===== src/rtl/beta_rf_wr_arbiter.sv =====
// Arbitrates the EXE and LSU register-file write requesters onto one registered write port.
// Optional macro BETA_RF_WR_RR_EN: round-robin on contested grants (default: fixed LSU-over-EXE).
module beta_rf_wr_arbiter #(
  parameter int DataWidth = 32,
  parameter bit Embedded  = 1'b0
) (
  input  logic                 clk_i,
  input  logic                 rstn_i,
  input  logic                 exe_wr_valid_i,
  output logic                 exe_wr_ready_o,
  input  logic [4:0]           exe_wr_addr_i,
  input  logic [DataWidth-1:0] exe_wr_data_i,
  input  logic                 lsu_wr_valid_i,
  output logic                 lsu_wr_ready_o,
  input  logic [4:0]           lsu_wr_addr_i,
  input  logic [DataWidth-1:0] lsu_wr_data_i,
  output logic                 rf_wr_en_o,
  output logic [4:0]           rf_rd_addr_o,
  output logic [DataWidth-1:0] rf_rd_wdata_o,
  output logic                 illegal_wr_o,
  output logic                 arb_busy_o
);

  logic                 exe_gnt;
  logic                 lsu_gnt;
  logic                 xfer;
  logic                 out_of_profile;
  logic [4:0]           sel_addr;
  logic [DataWidth-1:0] sel_data;

  logic                 wr_en_d, wr_en_q;
  logic                 illegal_d, illegal_q;
  logic [4:0]           addr_d, addr_q;
  logic [DataWidth-1:0] data_d, data_q;

`ifdef BETA_RF_WR_RR_EN
  typedef enum logic {LAST_EXE, LAST_LSU} last_grant_e;
  last_grant_e last_grant_d, last_grant_q;

  // Contested cycles go to whoever did not win the most recent transfer.
  always_comb begin
    exe_gnt      = 1'b0;
    lsu_gnt      = 1'b0;
    last_grant_d = last_grant_q;
    if (rstn_i) begin
      if (exe_wr_valid_i && lsu_wr_valid_i) begin
        exe_gnt = (last_grant_q == LAST_LSU);
        lsu_gnt = (last_grant_q == LAST_EXE);
      end else begin
        exe_gnt = exe_wr_valid_i;
        lsu_gnt = lsu_wr_valid_i;
      end
    end
    if (lsu_gnt) begin
      last_grant_d = LAST_LSU;
    end else if (exe_gnt) begin
      last_grant_d = LAST_EXE;
    end
  end

  always_ff @(posedge clk_i or negedge rstn_i) begin
    if (!rstn_i) begin
      last_grant_q <= LAST_LSU;
    end else begin
      last_grant_q <= last_grant_d;
    end
  end
`else
  always_comb begin
    exe_gnt = 1'b0;
    lsu_gnt = 1'b0;
    if (rstn_i) begin
      lsu_gnt = lsu_wr_valid_i;
      exe_gnt = exe_wr_valid_i && !lsu_wr_valid_i;
    end
  end
`endif

  // Address/data capture on every accepted transfer, even one whose write is suppressed.
  always_comb begin
    xfer           = exe_gnt || lsu_gnt;
    sel_addr       = lsu_gnt ? lsu_wr_addr_i : exe_wr_addr_i;
    sel_data       = lsu_gnt ? lsu_wr_data_i : exe_wr_data_i;
    out_of_profile = Embedded && sel_addr[4];
    wr_en_d        = xfer && (sel_addr != 5'd0) && !out_of_profile;
    illegal_d      = xfer && out_of_profile;
    addr_d         = xfer ? sel_addr : addr_q;
    data_d         = xfer ? sel_data : data_q;
  end

  always_ff @(posedge clk_i or negedge rstn_i) begin
    if (!rstn_i) begin
      wr_en_q   <= 1'b0;
      illegal_q <= 1'b0;
      addr_q    <= '0;
      data_q    <= '0;
    end else begin
      wr_en_q   <= wr_en_d;
      illegal_q <= illegal_d;
      addr_q    <= addr_d;
      data_q    <= data_d;
    end
  end

  assign exe_wr_ready_o = exe_gnt;
  assign lsu_wr_ready_o = lsu_gnt;
  assign rf_wr_en_o     = wr_en_q;
  assign rf_rd_addr_o   = addr_q;
  assign rf_rd_wdata_o  = data_q;
  assign illegal_wr_o   = illegal_q;
  assign arb_busy_o     = exe_wr_valid_i || lsu_wr_valid_i || wr_en_q;

endmodule


===== config.mk =====
export PLATFORM = sky130hd
export DESIGN_NAME = beta_rf_wr_arbiter
export DESIGN_NICKNAME = d
export VERILOG_FILES = /design/src/rtl/beta_rf_wr_arbiter.sv
export SDC_FILE = /design/constraint.sdc
export NUM_CORES = 1
export LEC_CHECK = 0
export CORE_MARGIN = 1
export CORE_UTILIZATION = 35
export DETAILED_ROUTE_END_ITERATION = 10
export PLACE_DENSITY = 0.83
export SYNTH_ARGS = -nofsm -noshare
export SYNTH_HDL_FRONTEND = slang
export SYNTH_SLANG_ARGS = --single-unit

===== constraint.sdc =====
create_clock -name clk_i -period 1.5 [get_ports clk_i]
set_clock_uncertainty 0.2 [all_clocks]
set_input_delay 0.45 -clock clk_i [delete_from_list [all_inputs] [get_ports clk_i]]
set_output_delay 0.45 -clock clk_i [all_outputs]
set_load 0.005 [all_outputs]

==> results.yml, run 1 <==
status:
  status: "complete, but fails checks"
  violations: "setup timing"
sta:
  max_freq_mhz: 566
  finalSetupViolations: 3
  maxSlewViolCount: 0
  setup_ws_ns: -0.267
  rsz0062_at_grt: "yes"
  period_share_pct: 118
  whs_ns: 0.0526
  hold_violations: 0
  min_period_ns: 1.77
pwr:
  p_int_w: 0.00195
  p_switching_w: 0.000676
  peakVddDrop_uv: 444
  p_comb_share_pct: 26.6
  clkPwrFrac_pct: 26.9
  p_seq_share_pct: 46.6
  p_sw_share_pct: 25.7
  power.leakage_nw: 1.56
  finalPower_w: 0.00262
  power_density_nw_per_um2: 865
critical_path:
  reg2reg_slack_ns: 0.57
  cp.arrival_ns: 1.12
  start_kind: "register"
  path_class: "reg2out"
  critPathMaxFanout: 2
  crit_required_ns: 0.85
  end_kind: "primary output"
routing:
  avgRoutedWirePerCell_microns: 12.7
  vias: 1698
  drtIter0Drc: 28
  via_per_inst: 4.60
  drt-pass1-iter-count: 4
  drc_errors: 0
  routed_wl_mm: 4.69
  ant_nets: 0
clocking:
  holdBufCountCts: 0
  cts_buffers: 5
  htree_levels: 2
  path_clk_slew_ns: 0.08
  cts_tree: "yes"
  clockBufferDepth: 2
  cts_root_buf: "clkbuf_8"
  clkSinkCount: 38
  clkLatencyLatePin_ns: 0.28
yosys:
  synthDistinctLibCells: 18
  ys_ff_latch: 38
  ys_warn_count: 0
  syn-cell-area_sq_um: 1790
  syn_nets: 252
  ys_seq_area_share_pct: 53.0
  synth_cells: 174
  syn_area_per_cell_sq_um: 10.3
global_route:
  track_usage_pct: 17.9
  antenna_found_initial: 0
  grt.overflow.total: 0
  grt_max_degree: 48
  grt_pass1_wl_mm: 7.32
  grt_pass1_vias: 1717
die:
  fp-row-count: 25
  dieArea_sq_um: 5420
  io_pins: 120
  start_util_pct: 37.2
  core_sq_um: 4820
  die_h_microns: 73.6
  chipWidth_microns: 73.6
finish:
  diodes: 0
  postLayoutCoreUtil_pct: 63.0
  final_nets: 379
  fin_cells: 369
  area.growth.synth_to_final_pct: 69.1
  fillerInstances: 447
  drive_above_1_share_pct: 22.8
hold_path:
  hp-class: "in2async"
placed_design:
  portBuffers: 118
  hpwl_mm: 3.60
  dpl.cell_count: 352
  gp_congestion: 0.754
  place_ws_ns: -0.938
run:
  max_cap_violations: 0
power groups by stage:
stage	sequential [W]	clock, W	combinational (W)
6_report	0.00122	0.000705	0.000697
5_1_grt	0.00124	0.000788	0.000769
4_1_cts	0.00122	0.000731	0.000700
3_5_place_dp	0.00125	0	0.000795
3_3_place_gp	0.00124	0	0.000780
2_1_floorplan	0.00126	0	0.000228
kinds of logic after synthesis:
logic type	Yosys count	synth area share (%)
AOI/OAI and AO/OA	39	11.2
buffers and inverters	14	4.74
DFF	38	53.0
muxes	36	20.1
other	1	0.209
and+or+nand+nor	46	10.7
registers in the layout, summed over array words and instances (netlist names):
| name | cells |
|---|---|
| rf_rd_addr_o | 5 |
| rf_rd_wdata_o | 32 |
| rf_wr_en_o | 1 |
stage by stage:
stage / instance area, sq um / TNS (ns)
global placement: 3040 / -30.56
floorplan: 1800 / 0
detailed placement: 3040 / -31.89
finish: 3030 / -0.390
CTS: 3000 / -0.387
global route: 3030 / -0.503
metal layers:
layer  track usage (%)  routed length [microns]  vias to the layer above
li1                  -                        -                      849
met5                 0                        0                        -
met2              33.1                     2430                       66
met4              5.98                       58                        0
met1              18.6                     1830                      777
met3              6.58                      370                        6
synth_stat cells:
library cell	count	area (sq um)
nand2_1	39	146
dfrtp_1	38	951
mux2i_1	36	360
o21ai_1	34	170
buf_2	8	40.0
o21ai_0	3	15.0
buf_4	2	15.0
buf_6	2	22.5
nor3_1	2	10.0
or3_1	2	12.5
a211oi_1	1	7.51
a22o_1	1	8.76
and3b_1	1	8.76
clkbuf_1	1	3.75
conb_1	1	3.75
inv_1	1	3.75
nand3b_1	1	7.51
or4_1	1	7.51
worst max-delay path, stage by stage, from the launching register on:
cell,delay (ns)
dfrtp_1,0.40
or3_1,0.30
buf_2,0.13
worst paths after layout:
| path | start | to | cells past startpoint |
|---|---|---|---|
| setup / recovery | rf_wr_en_o | arb_busy_o | 2 |
| hold / removal | rstn_i | rf_rd_addr_o[3] | 2 |
| setup reg to reg | rf_rd_wdata_o[7] | rf_rd_wdata_o[7] | 3 |
| hold reg to reg | rf_rd_wdata_o[8] | rf_rd_wdata_o[8] | 2 |
| max in group asynchronous | rstn_i | rf_rd_wdata_o[11] | 2 |
| min in group clk_i | rf_rd_wdata_o[8] | rf_rd_wdata_o[8] | 2 |
repair_timing:
| action | 4_1_cts | 5_1_grt |
|---|---|---|
| pin swaps | 5 | 1 |
| resized for setup | 184 | 8 |
| endpoints found under the setup margin | 79 | 4 |
| buffers inserted | 8 | 1 |
layout make-up:
| type | count | area (sq um) | area share [%] |
|---|---|---|---|
| Timing Repair Buffer | 133 | 1120 | 37.0 |
| Clock buffer | 7 | 86.3 | 2.85 |
| Tap cell | 67 | 83.8 | 2.76 |
| Clock inverter | 1 | 5.00 | 0.165 |
| Multi-Input combinational cell | 122 | 782 | 25.8 |
| Inverter | 1 | 3.75 | 0.124 |
| Sequential cell | 38 | 951 | 31.3 |
cell usage in the layout (no fill, tap or decap), drive strengths merged:
cell type / synthesis / routed
buf: 12 / 58
clkdlybuf4s15: 0 / 2
nand3b: 1 / 1
clkinv: 0 / 1
nand2: 39 / 39
and3b: 1 / 1
o21ai: 37 / 37
inv: 1 / 1
conb: 1 / 1
clkdlybuf4s50: 0 / 67
a22o: 1 / 1
a211oi: 1 / 1
or4: 1 / 1
clkbuf: 1 / 7
or3: 2 / 2
nor3: 2 / 2
mux2i: 36 / 36
dfrtp: 38 / 38
dlygate4sd2: 0 / 6
Note: power is estimated with default switching activity, not from simulation.
==> run 2: changes to the inputs <==
--- a/config.mk
+++ b/config.mk
@@ -8,5 +8,6 @@
 export CORE_MARGIN = 1
-export CORE_UTILIZATION = 35
+export CORE_UTILIZATION = 32
 export DETAILED_ROUTE_END_ITERATION = 10
-export PLACE_DENSITY = 0.83
+export PLACE_DENSITY = 0.8
+export RECOVER_POWER = 50
 export SYNTH_ARGS = -nofsm -noshare
==> constraint.sdc (replaced) <==
create_clock -name clk_i -period 1.4 [get_ports clk_i]
set_clock_uncertainty 0.2 [all_clocks]
set_input_delay 0.14 -clock clk_i [delete_from_list [all_inputs] [get_ports clk_i]]
set_output_delay 0.14 -clock clk_i [all_outputs]
set_load 0.005 [all_outputs]
==> run 2 against run 1 <==
The run ends with hold timing, setup timing left. Sequential share of layout area down 0.51 points. Utilization down 4.1 points. Sequential power up 7%. Clock-buffer cell count unchanged. Via count down 3.2%. Total power up 4.2%. Global-route usage down 1.5 points. Final area up 1.6%. Non-clock buffer count down 4. Critical endpoint unchanged. Largest cell class unchanged.
==> results.yml, run 2 (synthesis results as in run 1) <==
clocking:
  clkLatencyLatePin_ns: 0.28
  cts_buffers: 5
  clockBufferDepth: 2
  htree_levels: 2
  path_clk_slew_ns: 0.06
  cts_root_buf: "clkbuf_8"
  clkSinkCount: 38
  cts_tree: "yes"
critical_path:
  end_kind: "primary output"
  start_kind: "register"
  crit_required_ns: 1.06
  reg2reg_slack_ns: 0.43
  cp_slowest_cell: "dfrtp_1"
  cp_top_family: "flip-flops"
  worstPathCellList: "or3_1, buf_2"
  cpPeakStageDelay_ns: 0.39
  cp_num_buf_inv: 1
  cp.arrival_ns: 1.10
  path_class: "reg2out"
  critPathMaxFanout: 2
routing:
  drc_errors: 0
  avgRoutedWirePerCell_microns: 12.5
  via_per_inst: 4.48
  drt-pass1-iter-count: 3
  vias: 1644
  drtIter0Drc: 31
  ant_nets: 0
  routed_wl_mm: 4.58
pwr:
  power_density_nw_per_um2: 886
  peakVddDrop_uv: 506
  power.leakage_nw: 1.55
global_route:
  track_usage_pct: 16.4
  antenna_found_initial: 0
  grt_pass1_wl_mm: 7.64
  grt_pass1_vias: 1684
  grt_max_degree: 40
  grt.overflow.total: 0
sta:
  finalSetupViolations: 1
  max_freq_mhz: 693
  whs_ns: -0.0566
  hold_violations: 17
  setup_ws_ns: -0.0434
  min_period_ns: 1.44
  rsz0062_at_grt: "yes"
  maxSlewViolCount: 0
  relSlewSlack_pct: 26.8
  period_share_pct: 103
  worstMarginPinSlew_ns: 1.10
  final.setup.tns_ns: -0.0434
finish:
  fin_area_sq_um: 3080
  area.growth.synth_to_final_pct: 71.9
  postLayoutCoreUtil_pct: 58.9
  diodes: 0
  largest_reg_flops: 32
  fin_cells: 367
  final_cell_mix: "clkdlybuf4s50_1, nand2_1, dlygate4sd2_1"
  drive_above_1_share_pct: 6.40
  mostFrequentLayoutCell: "clkdlybuf4s50_1"
  final_nets: 375
status:
  status: "complete, but fails checks"
  violations: "hold timing, setup timing"
run:
  max_cap_violations: 0
die:
  dieArea_sq_um: 5910
  io_pins: 120
  core_sq_um: 5240
  start_util_pct: 34.3
  die_h_microns: 76.9
  chipWidth_microns: 76.9
  fp-row-count: 26
placed_design:
  dpl.cell_count: 358
  place_area_sq_um: 3100
  hpwl_mm: 3.53
  gp_congestion: 0.700
  portBuffers: 118
hold_path:
  hp-class: "in2async"
run 2: changes by cell type in the layout (fill, tap and decap cells not counted), moves of 2 or more:
cell	change
dlygate4sd2_1	+33
buf_4	-6
buf_6	-3
buf_2	-38
clkdlybuf4s50_1	+8
clkbuf_1	+4
clkbuf_4	+2
clkdlybuf4s15_1	-2
run 2: final cells by class:
| class | count | area (sq um) |
|---|---|---|
| Timing Repair Buffer | 129 | 1200 |
| Sequential cell | 38 | 951 |
| Clock buffer | 7 | 76.3 |
| Multi-Input combinational cell | 122 | 767 |
| Inverter | 1 | 3.75 |
| Tap cell | 70 | 87.6 |
| Fill cell | 487 | 2150 |
run 2: repair_timing:
action                                  in CTS  in global routing
buffers inserted                             1                  1
hold endpoints to repair                    38                 38
gates resized for setup                     48                  2
endpoints found under the setup margin      78                  2
run 2: per-stage QoR:
step | setup slack (ns) | power, W
CTS | -0.0497 | 0.00281
global placement | -0.421 | 0.00218
finish | -0.0434 | 0.00273
global route | -0.0869 | 0.00292
detailed placement | -0.455 | 0.00220
floorplan | 0.232 | 0.00159
run 2: path summary, 6_finish.rpt:
kind | from | end | depth (start not counted)
worst max-delay path | rf_wr_en_o | arb_busy_o | 2
worst min-delay path | rstn_i | rf_rd_wdata_o[19] | 3
worst max register to register | rf_rd_wdata_o[0] | rf_rd_wdata_o[0] | 3
worst min register to register | rf_rd_wdata_o[27] | rf_rd_wdata_o[27] | 2
max in group asynchronous | rstn_i | rf_rd_wdata_o[5] | 2
min in group clk_i | lsu_wr_valid_i | rf_rd_wdata_o[18] | 4
run 2: where the power goes:
group	internal [W]	leakage, nW	switching [W]
combinational	0.000455	1.05	0.000285
clock	0.000342	0.0383	0.000344
sequential	0.00124	0.467	0.0000669
run 2: worst min-delay path: cells and delay by family:
kind | cells | cell delay [ns]
buffers and inverters | 3 | 0.72
run 2: per-layer routing:
metal,wire [microns],vias up,global-route usage (%)
met3,422,6,5.95
met2,2230,74,28.4
li1,-,840,-
met4,55,0,5.19
met5,0,-,0
met1,1870,724,18.8
